===== src/rtl/fabscalar_pkg.sv =====
// Shared rename-stage sizing constants and tag/pointer types used by the map tables and free list.
package fabscalar_pkg;
  localparam int SIZE_PHYSICAL_TABLE = 96;
  localparam int SIZE_RMT            = 32;
  localparam int SIZE_PHYSICAL_LOG   = 7;
  localparam int SIZE_FREE_LIST      = SIZE_PHYSICAL_TABLE - SIZE_RMT;
  localparam int SIZE_FREE_LIST_LOG  = 6;

  typedef logic [SIZE_PHYSICAL_LOG-1:0]  phys_tag_t;
  typedef logic [SIZE_FREE_LIST_LOG-1:0] fl_ptr_t;
  typedef logic [SIZE_FREE_LIST_LOG:0]   fl_cnt_t;
endpackage


===== src/rtl/spec_free_list_if.sv =====
// Rename/commit-facing bundle of the speculative free list.
interface spec_free_list_if;
  import fabscalar_pkg::*;

  logic      reqFreeReg_i;
  phys_tag_t freeReg0_o;
  phys_tag_t freeReg1_o;
  phys_tag_t freeReg2_o;
  phys_tag_t freeReg3_o;
  logic      freeListEmpty_o;
  logic      releasedValid0_i;
  logic      releasedValid1_i;
  logic      releasedValid2_i;
  logic      releasedValid3_i;
  phys_tag_t releasedPhyMap0_i;
  phys_tag_t releasedPhyMap1_i;
  phys_tag_t releasedPhyMap2_i;
  phys_tag_t releasedPhyMap3_i;
  logic      recoverFlag_i;
  fl_cnt_t   freeListCnt_o;
  logic      overflow_o;

  modport slave (
    input  reqFreeReg_i, recoverFlag_i,
    input  releasedValid0_i, releasedValid1_i, releasedValid2_i, releasedValid3_i,
    input  releasedPhyMap0_i, releasedPhyMap1_i, releasedPhyMap2_i, releasedPhyMap3_i,
    output freeReg0_o, freeReg1_o, freeReg2_o, freeReg3_o,
    output freeListEmpty_o, freeListCnt_o, overflow_o
  );

  modport master (
    output reqFreeReg_i, recoverFlag_i,
    output releasedValid0_i, releasedValid1_i, releasedValid2_i, releasedValid3_i,
    output releasedPhyMap0_i, releasedPhyMap1_i, releasedPhyMap2_i, releasedPhyMap3_i,
    input  freeReg0_o, freeReg1_o, freeReg2_o, freeReg3_o,
    input  freeListEmpty_o, freeListCnt_o, overflow_o
  );
endinterface


===== src/rtl/free_list_compact.sv =====
// Packs the valid release slots into consecutive lanes, lowest slot first.
module free_list_compact
  import fabscalar_pkg::*;
(
  input  logic [3:0] i_valid,
  input  phys_tag_t  i_tag [4],
  output phys_tag_t  o_tag [4],
  output logic [2:0] o_cnt
);

  always_comb begin
    logic [2:0] v_n;
    v_n   = '0;
    o_tag = '{default: '0};
    for (int k = 0; k < 4; k++) begin
      if (i_valid[k]) begin
        o_tag[v_n[1:0]] = i_tag[k];
        v_n             = v_n + 3'd1;
      end
    end
    o_cnt = v_n;
  end

endmodule


===== src/rtl/spec_free_list.sv =====
// Speculative free list: circular buffer of free physical tags, 4 allocations and
// up to 4 releases per cycle, single-cycle recovery by rewinding head onto tail.
module spec_free_list
  import fabscalar_pkg::*;
(
  input  logic             clk,
  input  logic             reset,
  spec_free_list_if.slave  fl
);

  localparam fl_cnt_t FULL = fl_cnt_t'(SIZE_FREE_LIST);

  phys_tag_t r_buf [SIZE_FREE_LIST];
  fl_ptr_t   r_head;
  fl_ptr_t   r_tail;
  fl_cnt_t   r_cnt;
  logic      r_ovf;

  logic [3:0] w_rel_valid;
  phys_tag_t  w_rel_tag [4];
  phys_tag_t  w_cmp_tag [4];
  logic [2:0] w_n;
  logic       w_empty;
  logic       w_pop;
  fl_cnt_t    w_cnt_after_pop;
  fl_cnt_t    w_room;
  logic       w_ovf_evt;
  logic [2:0] w_nwr;
  fl_ptr_t    w_tail_next;

  assign w_rel_valid = {fl.releasedValid3_i, fl.releasedValid2_i,
                        fl.releasedValid1_i, fl.releasedValid0_i};
  assign w_rel_tag[0] = fl.releasedPhyMap0_i;
  assign w_rel_tag[1] = fl.releasedPhyMap1_i;
  assign w_rel_tag[2] = fl.releasedPhyMap2_i;
  assign w_rel_tag[3] = fl.releasedPhyMap3_i;

  free_list_compact u_compact (
    .i_valid (w_rel_valid),
    .i_tag   (w_rel_tag),
    .o_tag   (w_cmp_tag),
    .o_cnt   (w_n)
  );

  assign w_empty         = (r_cnt < fl_cnt_t'(4));
  assign w_pop           = fl.reqFreeReg_i && !w_empty && !fl.recoverFlag_i;
  assign w_cnt_after_pop = r_cnt - (w_pop ? fl_cnt_t'(4) : fl_cnt_t'(0));
  assign w_room          = FULL - w_cnt_after_pop;
  // Only the releases that fit are written; room is below 4 whenever this clips.
  assign w_ovf_evt       = (fl_cnt_t'(w_n) > w_room);
  assign w_nwr           = w_ovf_evt ? w_room[2:0] : w_n;
  assign w_tail_next     = r_tail + fl_ptr_t'(w_nwr);

  always_ff @(posedge clk) begin
    if (reset) begin
      for (int i = 0; i < SIZE_FREE_LIST; i++) begin
        r_buf[i] <= phys_tag_t'(SIZE_RMT + i);
      end
      r_head <= '0;
      r_tail <= '0;
      r_cnt  <= FULL;
      r_ovf  <= 1'b0;
    end else begin
      for (int k = 0; k < 4; k++) begin
        if (3'(k) < w_nwr) begin
          r_buf[r_tail + fl_ptr_t'(k)] <= w_cmp_tag[k];
        end
      end
      r_tail <= w_tail_next;
      // Recovery lands head on the post-release tail, returning every in-flight tag.
      if (fl.recoverFlag_i) begin
        r_head <= w_tail_next;
        r_cnt  <= FULL;
      end else begin
        if (w_pop) begin
          r_head <= r_head + fl_ptr_t'(4);
        end
        r_cnt <= w_cnt_after_pop + fl_cnt_t'(w_nwr);
      end
      if (w_ovf_evt) begin
        r_ovf <= 1'b1;
      end
    end
  end

  assign fl.freeReg0_o      = r_buf[r_head];
  assign fl.freeReg1_o      = r_buf[r_head + fl_ptr_t'(1)];
  assign fl.freeReg2_o      = r_buf[r_head + fl_ptr_t'(2)];
  assign fl.freeReg3_o      = r_buf[r_head + fl_ptr_t'(3)];
  assign fl.freeListEmpty_o = w_empty;
  assign fl.freeListCnt_o   = r_cnt;
  assign fl.overflow_o      = r_ovf;

endmodule


===== src/flat_wrapper.sv =====
// flat-port wrapper written by rule: the top's interface ports become plain ports
module spec_free_list_flat import fabscalar_pkg::*;
  (clk, reset, fl_reqFreeReg_i, fl_recoverFlag_i, fl_releasedValid0_i, fl_releasedValid1_i, fl_releasedValid2_i, fl_releasedValid3_i, fl_releasedPhyMap0_i, fl_releasedPhyMap1_i, fl_releasedPhyMap2_i, fl_releasedPhyMap3_i, fl_freeReg0_o, fl_freeReg1_o, fl_freeReg2_o, fl_freeReg3_o, fl_freeListEmpty_o, fl_freeListCnt_o, fl_overflow_o);
  spec_free_list_if fl_i ();
  input  logic clk;
  input  logic reset;
  input wire logic [$bits(fl_i.reqFreeReg_i)-1:0] fl_reqFreeReg_i;
  input wire logic [$bits(fl_i.recoverFlag_i)-1:0] fl_recoverFlag_i;
  input wire logic [$bits(fl_i.releasedValid0_i)-1:0] fl_releasedValid0_i;
  input wire logic [$bits(fl_i.releasedValid1_i)-1:0] fl_releasedValid1_i;
  input wire logic [$bits(fl_i.releasedValid2_i)-1:0] fl_releasedValid2_i;
  input wire logic [$bits(fl_i.releasedValid3_i)-1:0] fl_releasedValid3_i;
  input wire logic [$bits(fl_i.releasedPhyMap0_i)-1:0] fl_releasedPhyMap0_i;
  input wire logic [$bits(fl_i.releasedPhyMap1_i)-1:0] fl_releasedPhyMap1_i;
  input wire logic [$bits(fl_i.releasedPhyMap2_i)-1:0] fl_releasedPhyMap2_i;
  input wire logic [$bits(fl_i.releasedPhyMap3_i)-1:0] fl_releasedPhyMap3_i;
  output wire logic [$bits(fl_i.freeReg0_o)-1:0] fl_freeReg0_o;
  output wire logic [$bits(fl_i.freeReg1_o)-1:0] fl_freeReg1_o;
  output wire logic [$bits(fl_i.freeReg2_o)-1:0] fl_freeReg2_o;
  output wire logic [$bits(fl_i.freeReg3_o)-1:0] fl_freeReg3_o;
  output wire logic [$bits(fl_i.freeListEmpty_o)-1:0] fl_freeListEmpty_o;
  output wire logic [$bits(fl_i.freeListCnt_o)-1:0] fl_freeListCnt_o;
  output wire logic [$bits(fl_i.overflow_o)-1:0] fl_overflow_o;
  assign fl_i.reqFreeReg_i = fl_reqFreeReg_i;
  assign fl_i.recoverFlag_i = fl_recoverFlag_i;
  assign fl_i.releasedValid0_i = fl_releasedValid0_i;
  assign fl_i.releasedValid1_i = fl_releasedValid1_i;
  assign fl_i.releasedValid2_i = fl_releasedValid2_i;
  assign fl_i.releasedValid3_i = fl_releasedValid3_i;
  assign fl_i.releasedPhyMap0_i = fl_releasedPhyMap0_i;
  assign fl_i.releasedPhyMap1_i = fl_releasedPhyMap1_i;
  assign fl_i.releasedPhyMap2_i = fl_releasedPhyMap2_i;
  assign fl_i.releasedPhyMap3_i = fl_releasedPhyMap3_i;
  assign fl_freeReg0_o = fl_i.freeReg0_o;
  assign fl_freeReg1_o = fl_i.freeReg1_o;
  assign fl_freeReg2_o = fl_i.freeReg2_o;
  assign fl_freeReg3_o = fl_i.freeReg3_o;
  assign fl_freeListEmpty_o = fl_i.freeListEmpty_o;
  assign fl_freeListCnt_o = fl_i.freeListCnt_o;
  assign fl_overflow_o = fl_i.overflow_o;
  spec_free_list u_core (.clk(clk), .reset(reset), .fl(fl_i));
endmodule

===== config.mk =====
export PLATFORM = sky130hd
export DESIGN_NAME = spec_free_list_flat
export DESIGN_NICKNAME = d
export VERILOG_FILES = /design/src/rtl/fabscalar_pkg.sv /design/src/rtl/spec_free_list_if.sv /design/src/rtl/free_list_compact.sv /design/src/rtl/spec_free_list.sv /design/src/flat_wrapper.sv
export SDC_FILE = /design/constraint.sdc
export NUM_CORES = 2
export LEC_CHECK = 0
export CAP_MARGIN = 0
export CORE_ASPECT_RATIO = 1.75
export CORE_MARGIN = 2
export CORE_UTILIZATION = 60
export CTS_CLUSTER_SIZE = 28
export DETAILED_ROUTE_END_ITERATION = 7
export GPL_ROUTABILITY_DRIVEN = 1
export GPL_TIMING_DRIVEN = 1
export PLACE_DENSITY = 0.74
export SYNTH_ARGS = -nofsm -noshare
export SYNTH_HDL_FRONTEND = slang
export SYNTH_SLANG_ARGS = --single-unit

===== constraint.sdc =====
create_clock -name clk -period 6.53 [get_ports clk]
set_input_delay 1.306 -clock clk [delete_from_list [all_inputs] [get_ports clk]]
set_output_delay 1.306 -clock clk [all_outputs]
set_load 0.02 [all_outputs]

==> results.py, run 1 <==
metrics = {
    "die": {
        "io_pins": 73,
        "die_x_um": 211,
        "num_rows": 133,
        "initial_core_util": 0.603,
        "die_h_um": 367,
    },
    "clocking": {
        "cts_made_buffers": 47,
        "cts_sinks": 474,
        "cts_setup_buffers": 0,
        "cts_root_buf": "clkbuf_16",
        "htree_levels": 2,
        "ctsHoldBuffers": 0,
        "cts_buffer_depth": 3,
        "cts-resized-gates": 0,
    },
    "yosys": {
        "synth_seq_cells": 474,
        "async_flop_share": 0,
        "synthesis.nets": 4059,
        "seq_area_frac_synth": 0.310,
        "synth-edff-count": 448,
        "ys_types": 87,
        "synthCells": 3995,
        "ys_warn_count": 0,
        "synthFlopType": "edfxtp_1",
        "syn_area_um2": 45100,
        "syn_avg_cell_area_um2": 11.3,
    },
    "global_route": {
        "grt_pass1_vias": 54500,
        "grt_overflow": 404,
        "grt_max_degree": 134,
        "grt_pass1_wl_um": 469000,
        "track_usage": 0.845,
    },
    "placed_design": {
        "io_buffer_count": 72,
        "dp_hpwl_um": 202000,
        "gp_congestion": 1.23,
    },
    "run_status": {
        "status": "did not finish",
        "error": "[ERROR GRT-0116] Global routing finished with congestion. Check the congestion regions in the DRC Viewer.",
        "stop_stage": "global routing (5_1_grt)",
    },
}
-- metal layers --
layer  global-route usage  GRT overflow
met5                0.483             4
met4                0.818           192
met3                0.759            14
met2                0.943           182
met1                0.859            12
-- cell families after synthesis --
kind of cell	share of synthesized area
mux	0.312
compound gates	0.211
buf+inv	0.0437
fa+ha+maj	0.00811
simple gates	0.107
xor+xnor	0.00752
flops	0.310
-- synthesized netlist by cell type (70+ instances only) --
library cell	count	share of area
mux4_2	588	0.29
edfxtp_1	448	0.30
nor2_1	418	0.035
nand2_1	392	0.033
a221oi_1	251	0.049
clkbuf_1	247	0.021
a22oi_1	184	0.031
o221ai_1	169	0.033
a21oi_1	162	0.018
o22ai_1	123	0.017
buf_2	93	0.010
nand3_1	73	0.0081
o21ai_0	70	0.0078
-- metrics by stage --
stage / cells / utilization / instance area (µm²) / setup WS [ns] / hold WS, ns
CTS: 5003 / 0.670 / 50100 / 0.284 / 0.551
detailed placement: 4916 / 0.649 / 48500 / 0.0464 / 0.537
global placement: 4916 / 0.649 / 48500 / 0.131 / 0.554
floorplan: 3995 / - / 45100 / 0.576 / 0.555
==> inputs of run 2 (changes only) <==
- CORE_ASPECT_RATIO: 1.75 -> not set
- CORE_UTILIZATION: 60 -> 40
- CTS_CLUSTER_SIZE: 28 -> not set
- PLACE_DENSITY: 0.74 -> not set
- PLACE_DENSITY_LB_ADDON: not set -> 0.15
==> results.py, run 2 <==
metrics = {
    "setup_path": {
        "start_kind": "flop",
        "crit_type": "reg -> out",
        "cp_max_fo": 21,
        "worstSetupEndpointType": "primary output",
        "r2r_cells": 14,
        "worstPathArrival_ns": 4.98,
        "critPathRequiredTime_ns": 5.22,
    },
    "route": {
        "drc": 19,
        "drt_iter0_markers": 9600,
        "routedWlPerCell_um": 54.9,
        "drtAntennaViolNets": 0,
        "firstDrtPassIters": 8,
        "vias_per_cell": 8.49,
        "routed_wl_um": 312000,
        "vias": 48300,
    },
    "run_status": {
        "status": "finished, violations left",
        "violations": "design-rule violations, max-capacitance violations",
    },
    "power": {
        "ir_worst_vdd_uv": 250,
        "p_per_area_nw_per_um2": 358,
        "leakagePower_nw": 14.9,
        "p_total_mw": 18.6,
    },
    "worst_hold_path": {
        "holdPathStages": 2,
        "hp-class": "reg -> reg",
    },
    "yosys": {
        "synth_seq_cells": 474,
        "seq_area_frac_synth": 0.310,
        "synth-edff-count": 448,
        "synth_top_area_share": 0.298,
        "syn_avg_cell_area_um2": 11.3,
        "syn_area_um2": 45100,
        "synthFlopType": "edfxtp_1",
        "synth_common_cells": "mux4_2 (588), edfxtp_1 (448), nor2_1 (418)",
        "synthesis.nets": 4059,
        "async_flop_share": 0,
        "synth.largest_area_cell": "edfxtp_1",
        "ys_types": 87,
        "synthCells": 3995,
        "ys_warn_count": 0,
        "yosysMostFrequentCell": "mux4_2",
        "synth_area_leaders": "edfxtp_1 (30%), mux4_2 (29%), a221oi_1 (4.9%)",
    },
    "placed_design": {
        "io_buffer_count": 72,
        "gp_congestion": 1.09,
        "dp_hpwl_um": 237000,
        "post_dp_cell_area_um2": 49800,
    },
    "clocking": {
        "cts_made_buffers": 58,
        "clock_latency_ns": 0.70,
        "htree_levels": 2,
        "cts_sinks": 474,
        "path_clk_slew_ns": 0.07,
        "cts_buffer_depth": 3,
        "cts-resized-gates": 0,
        "cts_root_buf": "clkbuf_16",
        "tritoncts": "built",
        "ctsHoldBuffers": 0,
        "cts_setup_buffers": 0,
    },
    "layout": {
        "drive_above_1_share": 0.297,
        "fin_area_um2": 51900,
        "layout_common_cells": "mux4_2 (588), edfxtp_1 (448), nor2_1 (411)",
        "largest_reg_flops": 448,
        "top_register": "u_core.r_buf",
        "final_common_cell": "mux4_2",
        "final_core_util": 0.462,
        "layout.nets": 4168,
        "syn_to_final_growth_pct": 15.0,
    },
    "die": {
        "io_pins": 73,
        "die_area_um2": 115000,
        "die_x_um": 340,
        "die_h_um": 340,
        "initial_core_util": 0.402,
        "num_rows": 123,
        "core_um2": 112000,
    },
    "sta": {
        "finalMaxSlewViolations": 0,
        "period_minus_slack_ns": 6.29,
        "rsz0062_at_grt": "no",
        "hold_violations": 0,
        "setup_viol": 0,
        "skew_ns": 0.0298,
        "slew_headroom": 0.00143,
        "tightest_slew_ns": 1.50,
        "hold_ws_ns": 0.666,
        "fmaxAchievable_mhz": 159,
        "period_share": 0.963,
    },
    "global_route": {
        "grt_pass1_wl_um": 409000,
        "antenna_found_initial": 51,
        "grt_max_degree": 114,
        "grt_pass1_vias": 44000,
        "grt_overflow": 0,
        "track_usage": 0.528,
    },
    "job": {
        "cap_violations": 1,
    },
}
-- run 2: cell counts after synthesis --
No cell type changed its count.
-- run 2: power breakdown --
group	internal (mW)	leakage, nW	switching (mW)
Sequential	3.58	4.07	0.481
Clock	1.94	0.913	1.52
Combinational	3.64	9.90	7.40
-- run 2: path summary, 6_finish.rpt --
check / start / to / slack (ns)
worst max-delay path: u_core.r_head[0]$_SDFFE_PP0N_ / fl_freeReg1_o[6] / 0.24
worst min register to register: u_core.fl.overflow_o$_SDFFE_PP0P_ / u_core.fl.overflow_o$_SDFFE_PP0P_ / 0.67
worst min-delay path: u_core.fl.overflow_o$_SDFFE_PP0P_ / u_core.fl.overflow_o$_SDFFE_PP0P_ / 0.67
worst max register to register: u_core.fl.freeListCnt_o[4]$_SDFF_PP0_ / u_core.r_buf[43][2]$_DFFE_PP_ / 0.69
-- run 2: metal layers --
metal / track usage / wire length (µm)
met5: 0.0384 / 681
met4: 0.410 / 30900
met3: 0.261 / 51700
met2: 0.695 / 121000
met1: 0.649 / 108000
-- run 2: worst max-delay path, cell delays in order (launching register included) --
cell,delay (ns)
dfxtp_4,0.62
clkinv_1,0.13
buf_4,0.24
ha_4,0.44
buf_12,0.25
buf_4,0.24
mux4_2,0.52
mux4_2,0.69
mux4_2,0.53
clkdlybuf4s50_1,0.56
-- run 2: through the flow --
step / setup slack (ns) / std cells / setup TNS (ns)
6_report: 0.239 / 5687 / 0
2_1_floorplan: 0.576 / 3995 / 0
5_1_grt: 0.249 / 5660 / 0
4_1_cts: 0.347 / 5651 / 0
3_5_place_dp: -0.0927 / 5544 / -0.647
3_3_place_gp: -0.0989 / 5544 / -0.692
-- run 2: kinds of logic after synthesis --
kind of cell / count (synthesis) / synth area share
AOI/OAI and AO/OA: 1243 / 0.211
and+or+nand+nor: 1092 / 0.107
muxes: 663 / 0.312
DFF: 474 / 0.310
buffers and inverters: 458 / 0.0437
xor gates and xnor gates: 37 / 0.00752
adders and majority gates: 28 / 0.00811
-- run 2: cell type report --
| type | instances | area (µm²) |
|---|---|---|
| flip-flops and latches | 474 | 14000 |
| inverters | 30 | 113 |
| clock buffers | 69 | 1560 |
| fillers | 10400 | 60300 |
| multi-input cells | 3063 | 29500 |
| diodes | 36 | 90.1 |
| clock inverters | 38 | 379 |
| repair buffers | 477 | 4370 |
| well taps | 1500 | 1880 |
(Power assumes the default switching activity.)
